File: src/rtl/watchdog_tx_supervisor.sv
// Transmitter sequencer around the watchdog timer: amplitude ramps on start/stop,
// bounded automatic restarts after a watchdog trip, and a software-cleared lockout.
module watchdog_tx_supervisor #(
    parameter int unsigned RAMP_STEP      = 16,
    parameter int unsigned HOLDOFF_CYCLES = 1000,
    parameter int unsigned MAX_RETRIES    = 3
) (
    input  logic       clk,
    input  logic       rst,
    input  logic       tx_request,
    input  logic       clear_fault,
    input  logic       wd_triggered,
    input  logic       wd_warning,
    output logic       wd_enable,
    output logic       wd_force_reset,
    output logic       rf_enable,
    output logic [7:0] amp_scale,
    output logic [2:0] state,
    output logic [3:0] retry_count,
    output logic       fault_lockout,
    output logic       warn_seen
);

    localparam int unsigned HOLD_W = (HOLDOFF_CYCLES > 1) ? $clog2(HOLDOFF_CYCLES) : 1;
    localparam logic [7:0]  STEP   = 8'(RAMP_STEP);
    localparam logic [3:0]  MAX_R  = 4'(MAX_RETRIES);

    typedef enum logic [2:0] {
        S_IDLE      = 3'd0,
        S_RAMP_UP   = 3'd1,
        S_RUN       = 3'd2,
        S_RAMP_DOWN = 3'd3,
        S_HOLDOFF   = 3'd4,
        S_LOCKOUT   = 3'd5
    } state_t;

    state_t              state_q;
    state_t              state_n;
    logic [7:0]          amp_n;
    logic [3:0]          retry_n;
    logic                fault_q;
    logic                fault_n;
    logic [HOLD_W-1:0]   hold_q;
    logic [HOLD_W-1:0]   hold_n;
    logic                warn_n;
    logic                wd_enable_n;
    logic                rf_enable_n;
    logic                lockout_n;
    logic [8:0]          amp_sum;
    logic [7:0]          amp_up;
    logic [7:0]          amp_dn;
    logic [3:0]          retry_inc;

    // Saturating ramp arithmetic and retry increment
    always_comb begin
        amp_sum   = {1'b0, amp_scale} + {1'b0, STEP};
        amp_up    = amp_sum[8] ? 8'hFF : amp_sum[7:0];
        amp_dn    = (amp_scale > STEP) ? (amp_scale - STEP) : 8'd0;
        retry_inc = (retry_count < MAX_R) ? (retry_count + 4'd1) : retry_count;
    end

    // Next-state and next-output logic
    always_comb begin
        state_n = state_q;
        amp_n   = amp_scale;
        retry_n = retry_count;
        fault_n = fault_q;
        hold_n  = hold_q;
        warn_n  = warn_seen;

        case (state_q)
            S_IDLE: begin
                amp_n = 8'd0;
                if (tx_request) begin
                    state_n = S_RAMP_UP;
                end
            end
            S_RAMP_UP, S_RUN: begin
                if (state_q == S_RUN) begin
                    amp_n = 8'hFF;
                    if (wd_warning) begin
                        warn_n = 1'b1;
                    end
                end
                if (wd_triggered) begin
                    state_n = S_RAMP_DOWN;
                    fault_n = 1'b1;
                    retry_n = retry_inc;
                end else if (!tx_request) begin
                    state_n = S_RAMP_DOWN;
                    fault_n = 1'b0;
                end else if (state_q == S_RAMP_UP) begin
                    amp_n = amp_up;
                    if (amp_up == 8'hFF) begin
                        state_n = S_RUN;
                    end
                end
            end
            S_RAMP_DOWN: begin
                amp_n = amp_dn;
                if (amp_dn == 8'd0) begin
                    if (!fault_q) begin
                        state_n = S_IDLE;
                        retry_n = 4'd0;
                    end else if (retry_count == MAX_R) begin
                        state_n = S_LOCKOUT;
                    end else begin
                        state_n = S_HOLDOFF;
                        hold_n  = HOLD_W'(HOLDOFF_CYCLES - 1);
                    end
                end
            end
            S_HOLDOFF: begin
                amp_n = 8'd0;
                if (hold_q == '0) begin
                    if (tx_request) begin
                        state_n = S_RAMP_UP;
                    end else begin
                        state_n = S_IDLE;
                        retry_n = 4'd0;
                    end
                end else begin
                    hold_n = hold_q - HOLD_W'(1);
                end
            end
            S_LOCKOUT: begin
                amp_n = 8'd0;
                if (clear_fault) begin
                    state_n = S_IDLE;
                    retry_n = 4'd0;
                end
            end
            default: begin
                state_n = S_IDLE;
                amp_n   = 8'd0;
                retry_n = 4'd0;
                fault_n = 1'b0;
            end
        endcase

        // Every start sees a fresh warning flag
        if ((state_n == S_RAMP_UP) && (state_q != S_RAMP_UP)) begin
            warn_n = 1'b0;
        end

        wd_enable_n = (state_n == S_RAMP_UP) || (state_n == S_RUN);
        rf_enable_n = wd_enable_n || (state_n == S_RAMP_DOWN);
        lockout_n   = (state_n == S_LOCKOUT);
    end

    // State and registered outputs
    always_ff @(posedge clk) begin
        if (rst) begin
            state_q        <= S_IDLE;
            amp_scale      <= 8'd0;
            retry_count    <= 4'd0;
            fault_q        <= 1'b0;
            hold_q         <= '0;
            warn_seen      <= 1'b0;
            wd_enable      <= 1'b0;
            wd_force_reset <= 1'b1;
            rf_enable      <= 1'b0;
            fault_lockout  <= 1'b0;
        end else begin
            state_q        <= state_n;
            amp_scale      <= amp_n;
            retry_count    <= retry_n;
            fault_q        <= fault_n;
            hold_q         <= hold_n;
            warn_seen      <= warn_n;
            wd_enable      <= wd_enable_n;
            wd_force_reset <= !wd_enable_n;
            rf_enable      <= rf_enable_n;
            fault_lockout  <= lockout_n;
        end
    end

    assign state = state_q;

endmodule

File: config.mk
export PLATFORM = sky130hd
export DESIGN_NAME = watchdog_tx_supervisor
export DESIGN_NICKNAME = d
export VERILOG_FILES = /design/src/rtl/watchdog_tx_supervisor.sv
export SDC_FILE = /design/constraint.sdc
export NUM_CORES = 1
export LEC_CHECK = 0
export CAP_MARGIN = 20
export CORE_UTILIZATION = 49
export CTS_CLUSTER_SIZE = 8
export DETAILED_ROUTE_END_ITERATION = 6
export PLACE_DENSITY_LB_ADDON = 0.08
export SYNTH_ARGS = -nofsm -noshare
export SYNTH_HDL_FRONTEND = slang
export SYNTH_SLANG_ARGS = --single-unit
File: constraint.sdc
create_clock -name clk -period 2.3 [get_ports clk]
set_clock_uncertainty 0.1 [all_clocks]
set_input_delay 0.345 -clock clk [delete_from_list [all_inputs] [get_ports clk]]
set_output_delay 0.345 -clock clk [all_outputs]
set_load 0.03 [all_outputs]
==> results.py <==
metrics = {
    "floorplanning": {
        "fp-row-count": 21,
        "die_area_um2": 3940,
        "die_h_um": 62.7,
        "top_level_ports": 26,
        "placeableCoreArea_um2": 3440,
        "initial_core_utilization_pct": 52.5,
        "die_w_um": 62.7,
    },
    "placed_design": {
        "gpl.final_weighted_congestion": 0.958,
        "dpl.hpwl_mm": 3.12,
        "placement.io_buffers": 25,
        "worst_setup_slack_after_placement_ns": -0.0610,
    },
    "synth": {
        "yosysWarningCount": 0,
        "ys_top_cells_by_count": "31 x sky130_fd_sc_hd__dfxtp_1, 22 x sky130_fd_sc_hd__nor2_1, 21 x sky130_fd_sc_hd__a21oi_1, 18 x sky130_fd_sc_hd__nand2_1, 13 x sky130_fd_sc_hd__inv_1",
        "synth.top_cell.area_share_pct": 34.3,
        "syn-num-nets": 236,
        "synthesis.instances": 225,
        "post-synth-top-area-cell": "sky130_fd_sc_hd__dfxtp_1",
        "synth_async_sr_flop_share_pct": 0,
        "synth_seq_area_share_pct": 34.3,
        "post_synth_edffs": 0,
        "netlist_top_cells_area": "sky130_fd_sc_hd__dfxtp_1 34%, sky130_fd_sc_hd__a21oi_1 5.8%, sky130_fd_sc_hd__a311oi_1 5.3%, sky130_fd_sc_hd__nor2_1 4.6%, sky130_fd_sc_hd__nand2_1 3.7%",
        "dominantRegCellSynth": "sky130_fd_sc_hd__dfxtp_1",
        "mappedNetlistArea_um2": 1810,
        "yosysUniqueCellTypes": 50,
        "avg_inst_size_synth_um2": 8.04,
        "yosys.cell_count.top_type": "sky130_fd_sc_hd__dfxtp_1",
        "ys_ff_latch": 31,
    },
    "sta": {
        "finalHoldViolations": 0,
        "period_needed_ns": 2.29,
        "min_period_over_period_pct": 99.4,
        "setup-tns-final_ns": 0,
        "number_of_pins_exceeding_their_max_slew_limit_in_the_final_report": 0,
        "final_critical_path_setup_slack_ns": 0.0128,
        "setup_violations": 0,
        "rsz_0062_raised_after_global_routing": "yes",
        "maxClockFrequency_ghz": 0.437,
        "timing_worst_slew_pin_value_ns": 0.593,
        "slew_headroom_pct": 60.3,
    },
    "clock_tree": {
        "cts.root.buffer_cell": "sky130_fd_sc_hd__clkbuf_8",
        "hold_buffers": 0,
        "cts_max_level": 2,
        "cts-buffers-inserted": 5,
        "latest_clock_arrival_within_the_worst_skew_pair_ns": 0.29,
        "tritoncts_clock_tree": "yes",
        "clk_path_buf_depth": 2,
        "cts_num_sinks": 31,
        "cts.clk_slew.worst_paths_ns": 0.07,
    },
    "run": {
        "cap_viol_max_count": 0,
    },
    "final_layout": {
        "layout.core_utilization_pct": 70.7,
        "layout.nets": 279,
        "layout.filler_cells": 266,
        "proportion_of_layout_cells_with_a_drive_suffix_above_1_pct": 21.6,
        "multi_input_gate_area_in_the_final_layout_um2": 1160,
        "total_inserted_antenna_cells": 0,
        "area.sequential_um2": 628,
        "syn2layout_area_growth_pct": 34.7,
    },
    "global_routing": {
        "grt_max_degree": 18,
        "grt_remaining_overflow": 0,
        "antenna_violations_before_repair": 0,
        "track_usage_pct": 24.3,
        "grt_first_pass_wirelength_mm": 7.52,
        "first_global_vias": 1610,
    },
    "worst_setup_path": {
        "timing.critical_path.arrival_ns": 2.37,
        "start_kind": "register",
        "type_of_element_capturing_the_critical_path": "register",
        "critical_path_peak_fanout": 8,
        "worst-setup-path-type": "register to register",
        "required_time_at_the_worst_slack_endpoint_ns": 2.38,
    },
    "power": {
        "power_frac_clock_pct": 35.1,
        "power.share.combinational_pct": 27.4,
        "leak_pwr_nw": 0.882,
        "p_int_mw": 1.11,
        "vdd.ir_drop.worst_uv": 456,
        "seq_power_share_pct": 37.5,
        "powerDensity_nw_per_um2": 652,
        "power.share.switching_pct": 29.9,
        "switching_power_mw": 0.474,
    },
    "routing": {
        "mean_number_of_vias_per_cell": 5.65,
        "ant_nets": 0,
        "dr_total_vias": 1779,
        "postRouteWirelength_mm": 4.35,
        "post_drt_wl_per_cell_um": 13.8,
        "drt_pre_antenna_iters": 4,
        "dr.first_iter.drc_count": 107,
        "drc_errors": 0,
    },
    "min_path": {
        "worstHoldPathType": "register to register",
    },
    "run_status": {
        "run_status": "finished clean",
    },
}
[final timing paths]
path / from / to / slack, ns / depth (start not counted)
worst max-delay path: amp_scale[4]$_SDFF_PP0_ / wd_force_reset$_SDFF_PP1_ / 0.01 / 8
worst min register to register: hold_q[9]$_SDFFE_PP0P_ / hold_q[9]$_SDFFE_PP0P_ / 0.37 / 1
worst min-delay path: hold_q[9]$_SDFFE_PP0P_ / hold_q[9]$_SDFFE_PP0P_ / 0.37 / 1
worst max register to register: amp_scale[4]$_SDFF_PP0_ / wd_force_reset$_SDFF_PP1_ / 0.01 / 8
[per-stage QoR]
step	cells	area [um2]	hold slack (ns)	power, mW
6_report	315	2430	0.370	1.59
3_5_place_dp	304	2220	0.362	0.998
3_3_place_gp	304	2220	0.362	0.997
4_1_cts	312	2340	0.375	1.55
5_1_grt	315	2430	0.397	1.66
2_1_floorplan	225	1810	0.324	0.860
[cells by family after synthesis]
logic type | after synthesis | synth area share (%)
and+or+nand+nor | 93 | 28.8
buffers and inverters | 25 | 5.74
xor gates and xnor gates | 3 | 1.45
AOI/OAI and AO/OA | 65 | 24.4
DFF | 31 | 34.3
muxes | 3 | 1.80
adders and majority gates | 5 | 3.46
[what timing repair did]
item	4_1_cts	5_1_grt
endpoints found under the setup margin	0	18
setup buffers	0	3
resized for setup	0	17
[critical path: stages (launching register included)]
cell and delay, ns:
sky130_fd_sc_hd__dfxtp_4 0.38, sky130_fd_sc_hd__inv_1 0.07, sky130_fd_sc_hd__ha_1 0.31, sky130_fd_sc_hd__nand2_1 0.10
sky130_fd_sc_hd__nor3_2 0.05, sky130_fd_sc_hd__a2111oi_0 0.37, sky130_fd_sc_hd__nor3_1 0.14, sky130_fd_sc_hd__or3_4 0.39
sky130_fd_sc_hd__a211o_1 0.26
[flip-flops by register name, indices dropped and copies added, names as in the netlist]
register        flops
wd_force_reset      1
warn_seen           1
fault_lockout       1
fault_q             1
rf_enable           1
wd_enable           1
retry_count         4
amp_scale           8
hold_q             10
state               3
[routing by layer]
| layer | track usage [%] | up-vias | wire, um |
|---|---|---|---|
| met3 | 6.39 | 8 | 324 |
| met1 | 35.1 | 802 | 2150 |
| met2 | 34.1 | 70 | 1800 |
| met4 | 9.30 | 0 | 72 |
| li1 | - | 899 | - |
| met5 | 0 | - | 0 |
[area by class of cell]
| type | instances | share of cell area, % |
|---|---|---|
| sequential | 31 | 25.8 |
| clock inverter | 2 | 1.44 |
| inverter | 13 | 2.00 |
| multi-input combinational | 169 | 47.5 |
| clock buffer | 6 | 3.39 |
| timing repair buffer | 48 | 17.5 |
| tap | 46 | 2.36 |
[power by group through the flow]
stage / combinational [mW] / sequential [mW] / clock [mW]
after floorplan: 0.211 / 0.649 / 0
after global placement: 0.388 / 0.609 / 0
after detailed placement: 0.389 / 0.609 / 0
after CTS: 0.391 / 0.597 / 0.567
after global routing: 0.473 / 0.601 / 0.591
final: 0.435 / 0.595 / 0.557
[placed cells by master, fill, tap and decap left out, types with 3 or more instances in the layout]
cell / Yosys / routed
sky130_fd_sc_hd__dfxtp_1: 31 / 29
sky130_fd_sc_hd__clkdlybuf4s50_1: 0 / 25
sky130_fd_sc_hd__buf_4: 1 / 22
sky130_fd_sc_hd__nor2_1: 22 / 21
sky130_fd_sc_hd__a21oi_1: 21 / 21
sky130_fd_sc_hd__nand2_1: 18 / 18
sky130_fd_sc_hd__inv_1: 13 / 12
sky130_fd_sc_hd__a311oi_1: 11 / 11
sky130_fd_sc_hd__nor2b_1: 9 / 9
sky130_fd_sc_hd__nor3_1: 10 / 8
sky130_fd_sc_hd__nand2b_1: 6 / 6
sky130_fd_sc_hd__o21ai_0: 7 / 6
sky130_fd_sc_hd__clkbuf_8: 0 / 6
sky130_fd_sc_hd__nand3_1: 4 / 4
sky130_fd_sc_hd__or3_4: 3 / 4
sky130_fd_sc_hd__a31oi_1: 4 / 4
sky130_fd_sc_hd__and2_1: 5 / 4
sky130_fd_sc_hd__ha_1: 5 / 4
sky130_fd_sc_hd__nand4b_1: 3 / 3
sky130_fd_sc_hd__a211oi_1: 5 / 3
sky130_fd_sc_hd__o211ai_1: 3 / 3
Power figures use the tool's default switching activity.
